## config.mk

```make
export PLATFORM = sky130hd
export DESIGN_NAME = baverage_change
export DESIGN_NICKNAME = d
export VERILOG_FILES = /design/src/rtl/baverage_change.sv
export SDC_FILE = /design/constraint.sdc
export NUM_CORES = 1
export LEC_CHECK = 0
export ABC_CLOCK_PERIOD_IN_PS = 4100
export CAP_MARGIN = 15
export CORE_ASPECT_RATIO = 0.7
export CORE_UTILIZATION = 46
export CTS_CLUSTER_SIZE = 8
export DETAILED_ROUTE_END_ITERATION = 6
export PLACE_DENSITY = 0.76
export RECOVER_POWER = 25
export SLEW_MARGIN = 40
export SYNTH_ARGS = -nofsm -noshare
export SYNTH_HDL_FRONTEND = slang
export SYNTH_SLANG_ARGS = --single-unit
```

## constraint.sdc

```tcl
create_clock -name clk -period 4.1 [get_ports clk]
set_input_delay 0.82 -clock clk [delete_from_list [all_inputs] [get_ports clk]]
set_output_delay 0.82 -clock clk [all_outputs]
set_load 0.05 [all_outputs]
```

## src/rtl/baverage_change.sv

```systemverilog
// Change dispenser for the beverage vending path: checks whether a change amount
// can be paid from the coin stock, then hands out 1-Euro/50c coins over valid/ack.
module baverage_change #(
    parameter int AMT_W = 4,
    parameter int INV_W = 6
) (
    input  logic             clk,
    input  logic             rst_n,
    input  logic             req,
    input  logic [AMT_W-1:0] amount,
    input  logic             refill,
    input  logic [INV_W-1:0] refill_50,
    input  logic [INV_W-1:0] refill_100,
    output logic [1:0]       coin,
    output logic             coin_valid,
    input  logic             coin_ack,
    output logic             busy,
    output logic             done,
    output logic             err,
    output logic [INV_W-1:0] inv_50,
    output logic [INV_W-1:0] inv_100
);

    localparam int EXT_W = ((AMT_W > INV_W) ? AMT_W : INV_W) + 1;

    localparam logic [1:0] IDLE  = 2'd0;
    localparam logic [1:0] ISSUE = 2'd1;
    localparam logic [1:0] DONE  = 2'd2;

    localparam logic [1:0] COIN_NONE = 2'b00;
    localparam logic [1:0] COIN_50   = 2'b01;
    localparam logic [1:0] COIN_100  = 2'b10;

    logic [1:0]       state;
    logic [AMT_W-1:0] rem;

    logic [EXT_W-1:0] amtExt;
    logic [EXT_W-1:0] halfAmt;
    logic [EXT_W-1:0] inv100Ext;
    logic [EXT_W-1:0] ones;
    logic [EXT_W-1:0] halves;
    logic             infeasible;
    logic [1:0]       firstCoin;

    logic             isEuro;
    logic [AMT_W-1:0] remNext;
    logic [INV_W-1:0] inv100Next;
    logic [1:0]       nextCoin;

    // Feasibility: greedy use of 1-Euro coins, the rest must fit in the 50c stock.
    always_comb begin
        amtExt     = EXT_W'(amount);
        halfAmt    = amtExt >> 1;
        inv100Ext  = EXT_W'(inv_100);
        ones       = (halfAmt < inv100Ext) ? halfAmt : inv100Ext;
        halves     = amtExt - (ones << 1);
        infeasible = halves > EXT_W'(inv_50);
        firstCoin  = (amount >= AMT_W'(2) && inv_100 != '0) ? COIN_100 : COIN_50;
    end

    // Post-acceptance view, used to present the next coin without a bubble.
    always_comb begin
        isEuro     = (coin == COIN_100);
        remNext    = rem - (isEuro ? AMT_W'(2) : AMT_W'(1));
        inv100Next = inv_100 - INV_W'(isEuro);
        nextCoin   = (remNext >= AMT_W'(2) && inv100Next != '0) ? COIN_100 : COIN_50;
    end

    always_ff @(posedge clk) begin
        if (!rst_n) begin
            state      <= IDLE;
            rem        <= '0;
            coin       <= COIN_NONE;
            coin_valid <= 1'b0;
            busy       <= 1'b0;
            done       <= 1'b0;
            err        <= 1'b0;
            inv_50     <= '0;
            inv_100    <= '0;
        end else begin
            done <= 1'b0;
            err  <= 1'b0;
            case (state)
                IDLE: begin
                    if (refill) begin
                        inv_50  <= refill_50;
                        inv_100 <= refill_100;
                    end else if (req) begin
                        rem  <= amount;
                        busy <= 1'b1;
                        if (amount == '0) begin
                            state <= DONE;
                            done  <= 1'b1;
                        end else if (infeasible) begin
                            state <= DONE;
                            done  <= 1'b1;
                            err   <= 1'b1;
                        end else begin
                            state      <= ISSUE;
                            coin       <= firstCoin;
                            coin_valid <= 1'b1;
                        end
                    end
                end
                ISSUE: begin
                    if (coin_valid && coin_ack) begin
                        rem <= remNext;
                        if (isEuro) begin
                            inv_100 <= inv100Next;
                        end else begin
                            inv_50 <= inv_50 - INV_W'(1);
                        end
                        if (remNext != '0) begin
                            coin <= nextCoin;
                        end else begin
                            coin       <= COIN_NONE;
                            coin_valid <= 1'b0;
                            state      <= DONE;
                            done       <= 1'b1;
                        end
                    end
                end
                DONE: begin
                    state <= IDLE;
                    busy  <= 1'b0;
                end
                default: begin
                    state      <= IDLE;
                    busy       <= 1'b0;
                    coin       <= COIN_NONE;
                    coin_valid <= 1'b0;
                end
            endcase
        end
    end

endmodule
```

# Yosys cells after proc, flatten, opt, wreduce, memory -nomap -nowiden
# Index checks and enable logic that the tools add are counted.
classes:
  reduce_logical: 17
  n_addsub: 4
  bitwise: 5
  n_lt_le_gt_ge: 4
  n_mux: 47
  eq_ne: 12
ops:
  columns: ["operator", "n"]
  rows:
  - ["6-bit 2-to-1 mux", 7]
  - ["2-bit 2-to-1 mux", 15]
  - ["6-bit case mux with 2 select lines", 2]
  - ["2-bit != test (second input constant)", 9]
  - ["4-bit AND reduction", 4]
  - ["1-bit 2-to-1 mux", 14]
  - ["4-bit 2-to-1 mux", 3]
  - ["6-bit nonzero test", 2]
  - ["4-bit by 2-bit >= comparator with 1-bit output (second input constant)", 2]
  - ["4-bit case mux with 2 select lines", 1]
  - ["7-bit by 6-bit greater-than comparator with 1-bit output", 1]
  - ["7-bit AND reduction", 1]
  - ["4-bit by 7-bit subtractor with 7-bit output", 1]
  - ["3-bit by 6-bit less-than comparator with 1-bit output", 1]
  - ["2-bit case mux with 3 select lines", 1]
  - ["6-bit AND reduction", 1]
  - ["6-bit by 1-bit subtractor with 6-bit output", 1]
  - ["6-bit by 1-bit subtractor with 6-bit output (second input constant)", 1]
  - ["1-bit inverter", 5]
  - ["5-bit OR reduction", 1]
  - ["2-bit equality test (second input constant)", 2]
  - ["4-bit zero test", 1]
  - ["1-bit case mux with 2 select lines", 2]
  - ["2-bit case mux with 2 select lines", 1]
  - ["other kinds (8)", 10]
totals:
  out_inout_bits: 18
  input_bits: 21
  regBits: 24
  wordCells: 98

# Depth between registers and ports, before layout
depth:
  ltp_word: 9
  depth_mapped: 18
  ltp_nobuf: 18

# Worst setup path before layout
# Ideal clock, no wire load.
synth_timing:
  path_type: "register -> register"
  start: "reg inv_100[1]"
  end: "reg state[0]"
  stages_incl_launch_ff: 16
  path_buffers: 0
  t_arrival_ns: 3.895
  setup_ns: 0.073
  required_time_ns: 4.027
  synth_period_minus_slack_ns: 3.967
  slack_ns: 0.133
  path_cell_list: "dfxtp_1 > inv_1 > ha_1 > a21boi_1 > o21a_1 > o21ai_1 > o21ai_0 > ha_1 > fa_1 > xnor2_1 > ha_1 > a211oi_1 > a31oi_1 > or2_4 > o311ai_4 > nor3b_2"
synth_via:
  elab_chain_len: 9
synth_rtl:
  columns: ["item", "line", "rtl"]
  rows:
  - ["start: declaration", "21", "output logic [INV_W-1:0] inv_100"]
  - ["start signal: assignment", "87", "inv_100 <= refill_100;"]
  - ["start signal: assignment", "109", "inv_100 <= inv100Next;"]
  - ["3-bit by 6-bit less-than comparator with 1-bit output", "55", "ones = (halfAmt < inv100Ext) ? halfAmt : inv100Ext;"]
  - ["6-bit 2-to-1 mux *", "55", null]
  - ["4-bit by 7-bit subtractor with 7-bit output *", "56", "halves = amtExt - (ones << 1);"]
  - ["7-bit by 6-bit greater-than comparator with 1-bit output *", "57", "infeasible = halves > EXT_W'(inv_50);"]
  - ["2-bit 2-to-1 mux *", "94", "end else if (infeasible) begin"]
  - ["2-bit 2-to-1 mux *", "91", "if (amount == '0) begin"]
  - ["2-bit 2-to-1 mux *", "88", "end else if (req) begin"]
  - ["2-bit 2-to-1 mux *", "85", "if (refill) begin"]
  - ["2-bit case mux with 2 select lines *", "83", "case (state)"]
  - ["end signal: assignment", "92", "state <= DONE;"]
  - ["end signal: assignment", "95", "state <= DONE;"]
  - ["end signal: assignment", "99", "state <= ISSUE;"]
  - ["end: declaration", "34", "logic [1:0] state;"]
# Mark *: on every way between the ends. The rest lies on a longest branch, timed or not. The select of a mux whose other input is x is not followed.
# A chain may end at the register's enable or synchronous reset.

# Worst setup path after layout
layout_timing:
  start: "in amount[1]"
  end: "reg coin[0]"
layout_via:
  elab_chain_len: 8
  elab_cells_between_ends: 16
  classes_between: "1 x add/sub; 3 x order compare; 2 x eq/ne; 7 x mux; 3 x reduce/logical"
layout_rtl:
  columns: ["item", "line", "rtl"]
  rows:
  - ["start: declaration", "10", "input logic [AMT_W-1:0] amount,"]
  - ["branches (longest 8 deep; another with 4-bit by 7-bit subtractor with 7-bit output)", null, null]
  - ["end signal: assignment", "100", "coin <= firstCoin;"]
  - ["end signal: assignment", "114", "coin <= nextCoin;"]
  - ["end: declaration", "14", "output logic [1:0] coin,"]
# Several ways; the timed one is not identified. The select of a mux whose other input is x is not followed.

==> impl_metrics.env <==
export IMPL_cp_max_fo=6
export IMPL_initial_core_util=0.497
export IMPL_ant_nets=0
export IMPL_placed_area_mm2=0.00226
export IMPL_synth_top_family_by_area="compound AO/OA/AOI/OAI gates"
export IMPL_ys_types=49
export IMPL_cts_buffers=3
export IMPL_arrival_ns=4.16
export IMPL_hpwlAfterDp_um=3430
export IMPL_ir_worst_vdd_v=0.000292
export IMPL_outcome="complete, no violations"
export IMPL_power_density_mw_per_mm2=400
export IMPL_grt_pass1_vias=1573
export IMPL_io_buffers=38
export IMPL_num_rows=18
export IMPL_synthAdderAreaFrac=0.133
export IMPL_gp_congestion=0.890
export IMPL_synth_seq_cells=24
export IMPL_ctsLongestPathBuffers=2
export IMPL_post_synth_cell_area_avg_um2=7.86
export IMPL_hp_class="reg -> reg"
export IMPL_final_cells=321
export IMPL_reg2reg_to="coin[0]"
export IMPL_final_seq_area_um2=480
export IMPL_grt_start_max_net_pins=29
export IMPL_cts_sinks=24
export IMPL_path_clk_slew_ns=0.09
export IMPL_via_per_inst=5.46
export IMPL_crit_type="in -> reg"
export IMPL_final_nets=311
export IMPL_grt_met1_usage=0.320
export IMPL_stdcell_area_mm2=0.00237
export IMPL_synth_warnings=0
export IMPL_cts_tree="yes"
export IMPL_busiest_layer="met2"
export IMPL_setup_viol=0
export IMPL_grt_met3_usage=0.0467
export IMPL_r2r_slack_ns=0.35
export IMPL_slew_viol_final=0
export IMPL_start_kind="primary input"
export IMPL_diodes=0
export IMPL_synth_nets=268
export IMPL_antenna_found_initial=0
export IMPL_r2r_cells=18
export IMPL_hold_viol=0
export IMPL_syn_area_mm2=0.00180
export IMPL_synthFlopType="dfxtp_1"
export IMPL_yosys_area_share_simple=0.224
export IMPL_p_leak_nw=0.991
export IMPL_fmax_mhz=253
export IMPL_synth_xor_area_frac=0.0243
export IMPL_cts_root_buffer="clkbuf_8"
export IMPL_via_count=1752
export IMPL_drv_cap=0
export IMPL_slew_limit_headroom=0.503
export IMPL_die_x_um=76.8
export IMPL_crit_chain="clkdlybuf4s50_1, inv_1, a21boi_2, o21a_1, o21ai_4, buf_6, a21oi_1, ha_1, nand2_1, nor2_2, a211oi_2, ha_1, o21a_1, o22ai_2, a31oi_2, o41ai_2, nand2b_1, o22ai_2"
export IMPL_synthMuxAreaShare=0.0167
export IMPL_worst_pin_slew_ns=0.743
export IMPL_fin_crit_ns=3.95
export IMPL_grt_pass1_wl_um=7470
export IMPL_grt_overflow=0
export IMPL_core_mm2=0.00363
export IMPL_multi_input_area_mm2=0.00123
export IMPL_use_met2=0.384
export IMPL_crit_path_top_delay_cell="clkdlybuf4s50_1"
export IMPL_synth_compound_area_share=0.261
export IMPL_min_period_over_period=0.964
export IMPL_ios=39
export IMPL_dieArea_mm2=0.00417
export IMPL_layout_drive_gt1_share=0.133
export IMPL_dp_cells=316
export IMPL_ctsHoldBuffers=0
export IMPL_total_power_mw=0.949
export IMPL_insertion_delay_ns=0.28
export IMPL_areaGrowthSynthToFinish_pct=31.7
export IMPL_synthCells=229
export IMPL_track_usage=0.233
export IMPL_yosysSeqAreaShare=0.267
export IMPL_crit_required_ns=4.31
export IMPL_end_kind="flip-flop"
export IMPL_drc=0
export IMPL_htreeDepth=1
export IMPL_hold_depth=2
export IMPL_drt_iter0_markers=90
export IMPL_crit_path_max_incr_delay_ns=0.48
export IMPL_skew_ns=0.00775
export IMPL_synthArstFlopShare=0
export IMPL_fill_cells=315
export IMPL_hold_end="coin[1]"
export IMPL_r2r_start="inv_100[1]"
export IMPL_die_h_um=54.3
export IMPL_worstHoldStart="coin[1]"
export IMPL_dr_pass1_iters=4
export IMPL_drt_total_wl_um=4540
export IMPL_synth_edf_count=0
export IMPL_routedWlPerCell_um=14.1
layout by cell type (no fill, tap or decap), types with 3 or more instances in the layout:
cell,count
dfxtp_1,24
clkbuf_8,4
ha_1,15
nor2_1,24
dlygate4sd3_1,7
nand3_1,3
xnor2_1,5
inv_1,18
nor3_1,5
a211oi_1,5
nor3b_1,3
o21ai_1,7
nand2b_1,4
o21ai_0,11
clkdlybuf4s50_1,29
mux2i_1,3
nor2b_1,3
buf_4,9
a21oi_1,11
a22oi_1,6
nand2_1,28
cell usage after synthesis, types with 5 or more instances:
library cell  number  area share
o21ai_1            7       0.019
inv_1             18       0.038
ha_1              16        0.11
a211oi_1           5       0.021
nand2b_1           5       0.017
a21oi_1           12       0.033
a22oi_1            6       0.025
nand2_1           28       0.058
nor3_1             5       0.014
dfxtp_1           24        0.27
buf_2              7       0.019
nor2_1            25       0.052
o21ai_0           12       0.033
xnor2_1            5       0.024
critical path, delay by kind of cell:
kind	cells	cell delay (ns)
AND/OR/NAND/NOR	3	0.27
buffers and inverters	3	0.70
adder cells (fa/ha/maj)	2	0.55
AO/OA/AOI/OAI	10	1.82
final cells by class:
cell class / instances / area share
tap: 50 / 0.0264
timing repair buffer: 48 / 0.196
sequential: 24 / 0.203
multi-input combinational: 175 / 0.520
inverter: 20 / 0.0317
clock buffer: 4 / 0.0232
metrics by stage:
step           setup TNS, ns  utilization  setup slack, ns  hold slack (ns)
6_report                   0        0.654            0.147            0.488
5_1_grt              -0.0709        0.654          -0.0508            0.506
4_1_cts                    0        0.642           0.0162            0.496
3_5_place_dp           -2.80        0.622           -0.495            0.482
3_3_place_gp           -1.97        0.621           -0.348            0.456
2_1_floorplan              0            -            0.133            0.460
where the power goes:
part / internal [mW] / switching [mW] / leakage (nW)
clock network: 0.0860 / 0.0806 / 0.0288
logic: 0.211 / 0.285 / 0.765
registers: 0.258 / 0.0281 / 0.197
cell families after synthesis:
group / Yosys count
AND/OR/NAND/NOR: 83
AO/OA/AOI/OAI: 66
buffers and inverters: 30
flip-flops: 24
adder cells (fa/ha/maj): 18
XOR/XNOR: 5
multiplexers: 3
flip-flops by register name (all words and copies together) (netlist names):
register and count:
busy 1, coin 2, coin_valid 1, done 1, err 1, inv_100 6, inv_50 6, rem 4
state 2
worst max-delay path by stage:
| stage | endpoint | cells after the start | startpoint |
|---|---|---|---|
| 6_report | coin[0] | 18 | amount[1] |
| 5_1_grt | coin[0] | 18 | amount[1] |
| 4_1_cts | state[0] | 16 | amount[2] |
| 3_5_place_dp | state[0] | 15 | amount[2] |
| 3_3_place_gp | state[0] | 15 | amount[2] |
| 2_1_floorplan | state[0] | 15 | inv_100[1] |
per-layer routing:
metal  wire length [um]  share of wire
met3                259          0.057
met4                 23         0.0051
met1               2300           0.51
met5                  0              0
met2               1960           0.43
what timing repair did:
| action | 4_1_cts | 5_1_grt |
|---|---|---|
| hold endpoints to repair | 0 | 0 |
| gates resized for setup | 4 | 11 |
| endpoints found under the setup margin | 7 | 7 |
| setup buffers | 1 | 0 |
| pin swaps | 4 | 11 |
Note: power is estimated with default switching activity, not from simulation.
